[src/rtl/dmem_block_mover.sv]
// Data-memory block mover: copies or fills a run of bytes through the MEM-stage port.
// Latency: copy takes 3 cycles per byte, fill 1 cycle per byte, plus a 1-cycle DONE state.
// No backpressure: memory accepts one access per cycle; the pipeline stalls on busy.
module dmem_block_mover #(
   parameter int ADDR_W = 8,
   parameter int DATA_W = 8
) (
   input  logic              clk,
   input  logic              reset,
   input  logic              start,
   input  logic              mode,
   input  logic [ADDR_W-1:0] src_addr,
   input  logic [ADDR_W-1:0] dst_addr,
   input  logic [ADDR_W-1:0] len,
   input  logic [DATA_W-1:0] fill_val,
   input  logic              abort,
   output logic              busy,
   output logic              done,
   output logic              mem_read,
   output logic              mem_write,
   output logic [ADDR_W-1:0] mem_addr,
   output logic [DATA_W-1:0] mem_wdata,
   input  logic [DATA_W-1:0] mem_rdata
);

   // RD issues the read, CAP waits out the one-cycle read latency, WR stores it.
   // FW writes the fill byte every cycle. DONE is a one-cycle completion marker.
   typedef enum logic [2:0] {
      S_IDLE = 3'd0,
      S_RD   = 3'd1,
      S_CAP  = 3'd2,
      S_WR   = 3'd3,
      S_FW   = 3'd4,
      S_DONE = 3'd5
   } state_t;

   state_t            state_q, state_d;
   logic [ADDR_W-1:0] src_q, src_d;
   logic [ADDR_W-1:0] dst_q, dst_d;
   logic [ADDR_W-1:0] rem_q, rem_d;
   logic [DATA_W-1:0] fill_q, fill_d;
   logic [DATA_W-1:0] buf_q, buf_d;
   logic              last_byte;

   // The byte being written now is the final one of the block.
   assign last_byte = (rem_q == ADDR_W'(1));

   // State register; reset returns to IDLE immediately, which drops all strobes.
   always_ff @(posedge clk or posedge reset) begin
      if (reset) begin
         state_q <= S_IDLE;
      end else begin
         state_q <= state_d;
      end
   end

   // Next-state decode: start is only looked at in IDLE, abort only while busy.
   always_comb begin
      state_d = state_q;
      case (state_q)
         S_IDLE: begin
            if (start) begin
               if (len == '0) begin
                  state_d = S_DONE;
               end else if (mode) begin
                  state_d = S_FW;
               end else begin
                  state_d = S_RD;
               end
            end
         end
         S_RD:    state_d = abort ? S_DONE : S_CAP;
         S_CAP:   state_d = abort ? S_DONE : S_WR;
         S_WR:    state_d = (abort || last_byte) ? S_DONE : S_RD;
         S_FW:    state_d = (abort || last_byte) ? S_DONE : S_FW;
         S_DONE:  state_d = S_IDLE;
         default: state_d = S_IDLE;
      endcase
   end

   // Datapath next-state: latch the command, capture read data, step the pointers.
   always_comb begin
      src_d  = src_q;
      dst_d  = dst_q;
      rem_d  = rem_q;
      fill_d = fill_q;
      buf_d  = buf_q;
      case (state_q)
         S_IDLE: begin
            if (start) begin
               src_d  = src_addr;
               dst_d  = dst_addr;
               rem_d  = len;
               fill_d = fill_val;
            end
         end
         S_CAP: begin
            buf_d = mem_rdata;
         end
         S_WR: begin
            // Pointers wrap naturally at the top of the address space.
            src_d = src_q + ADDR_W'(1);
            dst_d = dst_q + ADDR_W'(1);
            rem_d = rem_q - ADDR_W'(1);
         end
         S_FW: begin
            dst_d = dst_q + ADDR_W'(1);
            rem_d = rem_q - ADDR_W'(1);
         end
         default: begin
         end
      endcase
   end

   // Datapath registers.
   always_ff @(posedge clk or posedge reset) begin
      if (reset) begin
         src_q  <= '0;
         dst_q  <= '0;
         rem_q  <= '0;
         fill_q <= '0;
         buf_q  <= '0;
      end else begin
         src_q  <= src_d;
         dst_q  <= dst_d;
         rem_q  <= rem_d;
         fill_q <= fill_d;
         buf_q  <= buf_d;
      end
   end

   // Moore output decode: strobes depend only on state and registers, never on mem_rdata.
   always_comb begin
      busy      = 1'b0;
      done      = 1'b0;
      mem_read  = 1'b0;
      mem_write = 1'b0;
      mem_addr  = '0;
      mem_wdata = '0;
      case (state_q)
         S_RD: begin
            busy     = 1'b1;
            mem_read = 1'b1;
            mem_addr = src_q;
         end
         S_CAP: begin
            busy = 1'b1;
         end
         S_WR: begin
            busy      = 1'b1;
            mem_write = 1'b1;
            mem_addr  = dst_q;
            mem_wdata = buf_q;
         end
         S_FW: begin
            busy      = 1'b1;
            mem_write = 1'b1;
            mem_addr  = dst_q;
            mem_wdata = fill_q;
         end
         S_DONE: begin
            done = 1'b1;
         end
         default: begin
         end
      endcase
   end

endmodule

[config.mk]
export PLATFORM = sky130hd
export DESIGN_NAME = dmem_block_mover
export DESIGN_NICKNAME = d
export VERILOG_FILES = /design/src/rtl/dmem_block_mover.sv
export SDC_FILE = /design/constraint.sdc
export NUM_CORES = 1
export LEC_CHECK = 0
export CAP_MARGIN = 15
export CORE_AREA = 2 2 72 74
export DETAILED_ROUTE_END_ITERATION = 8
export DIE_AREA = 0 0 74 76
export PLACE_DENSITY = 0.82
export SYNTH_ARGS = -nofsm -noshare
export SYNTH_HDL_FRONTEND = slang
export SYNTH_SLANG_ARGS = --single-unit
[constraint.sdc]
create_clock -name clk -period 3.98 [get_ports clk]
set_input_delay 0.796 -clock clk [delete_from_list [all_inputs] [get_ports clk]]
set_output_delay 0.796 -clock clk [all_outputs]
set_load 0.05 [all_outputs]
======== After elaboration in Yosys (flattened, before gate mapping) ========
Index checks and enable logic that the tools add are counted.
cells by class
  eq/ne operators ......................... 7
  add/sub/neg operators ................... 3
  reduce and logical (&&, ||, !) cells .... 10
  mux-type cells .......................... 20
operators with widths
  kind                                                                number
  8-bit one-hot mux with 2 select lines                               5
  8-bit 2-to-1 mux                                                    3
  3-bit 2-to-1 mux                                                    6
  8-bit by 1-bit adder with 8-bit output, second input constant       2
  3-bit one-hot mux with 5 select lines                               1
  8-bit by 1-bit == test with 1-bit output, second input constant     1
  8-bit logical NOT                                                   1
  8-bit by 1-bit subtractor with 8-bit output, second input constant  1
  3-bit by 2-bit == test with 1-bit output, second input constant     2
  3-bit == test, second input constant                                2
  2-bit AND reduction                                                 3
  1-bit 2-to-1 mux                                                    5
  2-bit nonzero test                                                  2
  4-bit OR reduction                                                  1
  3-bit by 1-bit == test with 1-bit output, second input constant     1
  3-bit logical NOT                                                   1
  2-bit != test, second input constant                                1
  2-bit OR reduction                                                  1
  1-bit logical OR                                                    1
word-level totals
  logic and storage cells ................. 46
  input port bits ......................... 45
  register bits after elaboration ......... 43

======== Logic depth before layout (Yosys ltp) ========
Gate-level depths: netlist of run 1.
  word-level depth ........................ 4
  gate-level depth with buffers ........... 7
  gate-level depth less buffers ........... 6

======== Worst setup path before layout of run 1 ========
OpenSTA, ideal clock, no wires.
  kind .................................... register to output
  start ................................... register state_q[1]
  end ..................................... output port mem_addr[2]
  data arrival time ....................... 2.311 ns
  slack ................................... 0.873 ns
  stages on the path, launching flop included .. 7
  buffers on the path ..................... 3
  data required time ...................... 3.184 ns
  cell sequence ........................... dfrtp_1 -> buf_2 -> nor3b_1 -> buf_2 -> nor2_2 -> buf_4 -> o21ai_0
on the way
  cells in the longest elaborated chain, start to end .. 3
  elaborated cells between the ends (all ways) .. 5
  those cells by class .................... 3 x eq/ne; 1 x mux; 1 x reduce/logical
RTL lines
  element                                                                    RTL line  text
  from (decl)                                                                37        state_t state_q, state_d;
  from (signal assigned)                                                     53        state_q <= state_d;
  3-bit == test or 3-bit by 2-bit == test with 1-bit output (tied branches)  140       case (state_q)
  2-bit OR reduction (no line)                                               --
  8-bit one-hot mux with 2 select lines *                                    140
  to (decl)                                                                  21        output logic [ADDR_W-1:0] mem_addr,
Mark *: on every way between the ends. The rest lies on a longest branch, timed or not.

======== Worst setup path in the final report of run 1 ========
  start ................................... register state_q[0]
  end ..................................... output port mem_addr[6]
The elaborated chain is that of the path after synthesis.

==> run summary, run 1 <==
The run finished with clean final reports. The number of storage elements in the synthesis netlist came out at 43. Clock skew on the completed layout was measured at 0.00905 ns. The post-detailed-placement half-perimeter wirelength came out at roughly 4200 um. The post-synthesis mux area share came out at between 4 and 5%.

The final wirelength is 6050 um. The post-CTS setup buffer count is 0. After detailed placement, the total cell area comes to 3090 sq um. The final critical path time including I/O delays and setup came out at ~3.4 ns.

Entering global routing, the biggest net connects 30 pins. The number of flops mapped to enable cells by yosys is 0. The static leakage came out at 1.33 nW.

The total number of vias is 2,221. The final count of pins violating max slew was 0. Synthesis handed over a netlist of about 260 instances.

The final total negative setup slack is 0 ns. The number of endpoints with negative hold slack in the final report came out at 0. The tree is rooted in a sky130_fd_sc_hd__clkbuf_8. The post-synthesis average cell area is 9.11 sq um. The clock input transition at the sequential cells of the worst setup and hold paths came out at around 0.080 ns. In this run, post-CTS hold repair placed 0 buffers.

The worst hold path class is reg2reg. The number of violations of the max-capacitance limit is 0. The type of element launching the critical path is a flip-flop. The final weighted congestion in routability-driven placement came out at slightly above 0.9.

The clock passes through at most 2 buffers. 65 I/O pins were placed. The critical path goes through nor3b_2 > a22o_1 > clkdlybuf4s50_1. Cells with a size suffix above 1 make up 9.51% of the layout. The wire length of the first global-routing pass came out at slightly above 10,000 um. Setup violations remaining at the end of the flow were counted as 0. The share of the synthesized area in the top cell type is 44.7%. The count of antenna-violating nets left after detailed routing came out at 0. The end-of-flow core utilization came out at between 60% and 70%. The vertical extent of the die came out at ~76 um. The kind of capture point of the worst setup path is an output port. The row count is 26. The largest single stage delay on the critical path is 0.80 ns.

By area, the combinational part of the netlist is dominated by compound AO/OA/AOI/OAI gates. In this run the power density over the cells is around 860 nW/um^2. The die footprint is around 5600 sq um. The cell type with the largest total area after synthesis is sky130_fd_sc_hd__dfrtp_1.

After detailed routing, the number of remaining DRC violations is 0. The residual overflow from global routing came out at 0. The simple-gate share of the synthesized area is a little over a fifth. TritonCTS created 5 clock buffers. The data arrival at the endpoint of the critical path is about 2.6 ns. In this run the standard cell core region covers between 4000 and 5000 sq um. The number of global-route vias before repair came out at 2,194.

The count of inserted antenna diode cells is 0. The most used flip-flop cell after synthesis is sky130_fd_sc_hd__dfrtp_1. The buffer and inverter count on the worst path is 1. The highest net fanout along the worst path is 12. The largest individual stage delay along the critical path comes from the cell sky130_fd_sc_hd__clkdlybuf4s50_1. The relative slew slack is 49.0%.

The number of library cell types mapped by synthesis came out at 46. The share of synthesized registers carrying an async set or reset is 100%. The number of DRC violations after detailed-routing iteration 0 is approximately 110.

After Yosys synthesis, full adders, half adders and majority gates account for 2.08% of the synthesized area. The final layout contains ~370 nets. The type of the worst setup path is reg2out.

TritonCTS built the clock tree. The number of sinks on the clock net came out at 43. The number of instances resized during post-cts repair came out at 0.

The number of buffer cells added on primary ports is 64. The timing-limited maximum frequency is between 0.2 and 0.3 GHz. The average vias per placed instance is approximately 5.6. For the worst-skew pair, the clock arrives at the later sink with an insertion delay of ~0.30 ns. The initial utilization of the core area, before any placement, comes to 49.0%. At the worst endpoint, the required time is 3.18 ns. The overall die width came out at roughly 74 um. The cell area after layout came out at between 3000 and 4000 sq um. The area growth from synthesis to layout is 33.4%.

The slew at the pin closest to its max-slew limit is 0.761 ns. The xor and xnor fraction of the mapped netlist area is 0.728%. The compound-cell area share of the yosys netlist is ~22%. The overall power of the completed layout came out at around 2.8 mW. The number of nets handed over by synthesis was around 310. The worst supply voltage drop on vdd came out at 393 uV. After detailed routing, the average wire length per cell comes to between 15 and 20 um. The kind of cell with the highest combined delay along the critical path is buffers and inverters.

Global routing used about a quarter of the available tracks. The number of detailed-route iterations in the first pass came out at 4. The final critical path takes up 85.8% of the cycle.

Setup repair after global routing left no endpoint under its margin. The H-tree was split into 2 levels. By area the synthesized netlist is led by sky130_fd_sc_hd__dfrtp_1 (45%), sky130_fd_sc_hd__nand2_1 (6.7%), sky130_fd_sc_hd__a22o_1 (4.7%). The netlist area before placement is ~2400 sq um.

The number of warning messages in the yosys log came out at 0. The number of antenna violations at the first check in global routing is 0. The share of the yosys chip area belonging to registers is 44.7%.
-- through the flow --
| step | setup WS [ns] | instances | hold slack (ns) |
|---|---|---|---|
| final | 0.564 | 396 | 0.485 |
| after global routing | 0.372 | 396 | 0.506 |
| after CTS | 0.548 | 396 | 0.487 |
| after detailed placement | 0.898 | 388 | 0.467 |
| after global placement | 0.995 | 388 | 0.461 |
| after floorplan | 0.873 | 264 | 0.446 |
-- path summary, 6_finish.rpt --
kind                       slack (ns)  startpoint     endpoint  depth (start not counted)
max                              0.56  state_q[0]  mem_addr[6]                          3
min                              0.49   fill_q[6]    fill_q[6]                          2
max reg2reg                      1.84  state_q[2]     dst_q[7]                          5
min reg2reg                      0.49   fill_q[6]    fill_q[6]                          2
max in group asynchronous        2.39       reset     dst_q[4]                          3
min in group asynchronous        0.90       reset     buf_q[3]                          2
-- Yosys cell counts, types with 3 or more instances --
master                     count
sky130_fd_sc_hd__nand3_1       8
sky130_fd_sc_hd__buf_6         3
sky130_fd_sc_hd__buf_2         8
sky130_fd_sc_hd__o21ai_1       5
sky130_fd_sc_hd__ha_1          4
sky130_fd_sc_hd__or3_1         3
sky130_fd_sc_hd__a211oi_1      4
sky130_fd_sc_hd__o32ai_1       4
sky130_fd_sc_hd__a311oi_1      3
sky130_fd_sc_hd__nand2_1      43
sky130_fd_sc_hd__o22ai_1       9
sky130_fd_sc_hd__nor2_1       30
sky130_fd_sc_hd__clkbuf_1      5
sky130_fd_sc_hd__o21ai_0       6
sky130_fd_sc_hd__a22o_1       13
sky130_fd_sc_hd__mux2_2        8
sky130_fd_sc_hd__a21oi_1      17
sky130_fd_sc_hd__dfrtp_1      43
sky130_fd_sc_hd__inv_1         8
sky130_fd_sc_hd__a31oi_1       3
sky130_fd_sc_hd__nor4_1        4
-- cells by family (layout without fill, tap and decap cells) --
logic type,Yosys count,after routing
muxes,10,10
AOI/OAI and AO/OA,74,74
buffers and inverters,26,88
and+or+nand+nor,105,105
DFF,43,43
xor gates and xnor gates,2,2
adders and majority gates,4,4
-- layout make-up --
type,instances,area [sq um]
fillers,425,1700
multi-input cells,195,1200
flip-flops and latches,43,1080
repair buffers,71,693
well taps,70,87.6
clock buffers,6,82.6
clock inverters,2,35.0
inverters,9,33.8
-- layer usage --
metal  vias up  global-route usage, %  share of wire, %
li1       1077                      -                 -
met1      1046                   30.7                43
met5         -                      0                 0
met2        92                   37.1                49
met3         6                   6.35               7.9
met4         0                   7.82              0.98
-- power breakdown --
group          switching, mW  internal [mW]  total [mW]  leakage, nW
Clock                  0.149          0.203       0.352       0.0612
Sequential             0.221          0.647       0.868        0.498
Combinational          0.947          0.608        1.55        0.774
Total                   1.32           1.46        2.77         1.33
-- tightest hold or removal path, stage by stage (launching register included) --
cell	delay, ns
sky130_fd_sc_hd__dfrtp_1	0.35
sky130_fd_sc_hd__nand2_1	0.05
sky130_fd_sc_hd__nand2_1	0.06
-- cell usage in the layout (no fill, tap or decap), types with 2 or more instances in the layout --
cell                              count
sky130_fd_sc_hd__nor2_1              30
sky130_fd_sc_hd__buf_4                7
sky130_fd_sc_hd__nor3b_2              3
sky130_fd_sc_hd__ha_1                 4
sky130_fd_sc_hd__nand3b_1             2
sky130_fd_sc_hd__a311oi_1             3
sky130_fd_sc_hd__o21ai_1              5
sky130_fd_sc_hd__nand3_1              8
sky130_fd_sc_hd__mux2i_1              2
sky130_fd_sc_hd__dfrtp_1             43
sky130_fd_sc_hd__a211oi_1             4
sky130_fd_sc_hd__nand4_1              2
sky130_fd_sc_hd__a21oi_1             17
sky130_fd_sc_hd__a31oi_1              3
sky130_fd_sc_hd__nand2_1             43
sky130_fd_sc_hd__nor4_1               4
sky130_fd_sc_hd__or3_1                3
sky130_fd_sc_hd__clkdlybuf4s50_1     64
sky130_fd_sc_hd__o32ai_1              4
sky130_fd_sc_hd__and3b_1              2
sky130_fd_sc_hd__o22ai_1              9
sky130_fd_sc_hd__inv_1                8
sky130_fd_sc_hd__nor3_1               2
sky130_fd_sc_hd__clkbuf_8             6
sky130_fd_sc_hd__o21a_1               2
sky130_fd_sc_hd__o221a_1              2
sky130_fd_sc_hd__a22o_1              13
sky130_fd_sc_hd__o21ai_0              6
sky130_fd_sc_hd__mux2_2               8
-- registers in the layout, indices dropped and copies added (netlist names) --
signal and count:
rem_q 8, state_q 3, src_q 8, dst_q 8
buf_q 8, fill_q 8
Power figures use the tool's default switching activity.
==> inputs of run 2 (changes only) <==
- SLEW_MARGIN: unset -> 20
==> results of run 2 <==
Final layout, timing and power as in run 1 (identical DEF).
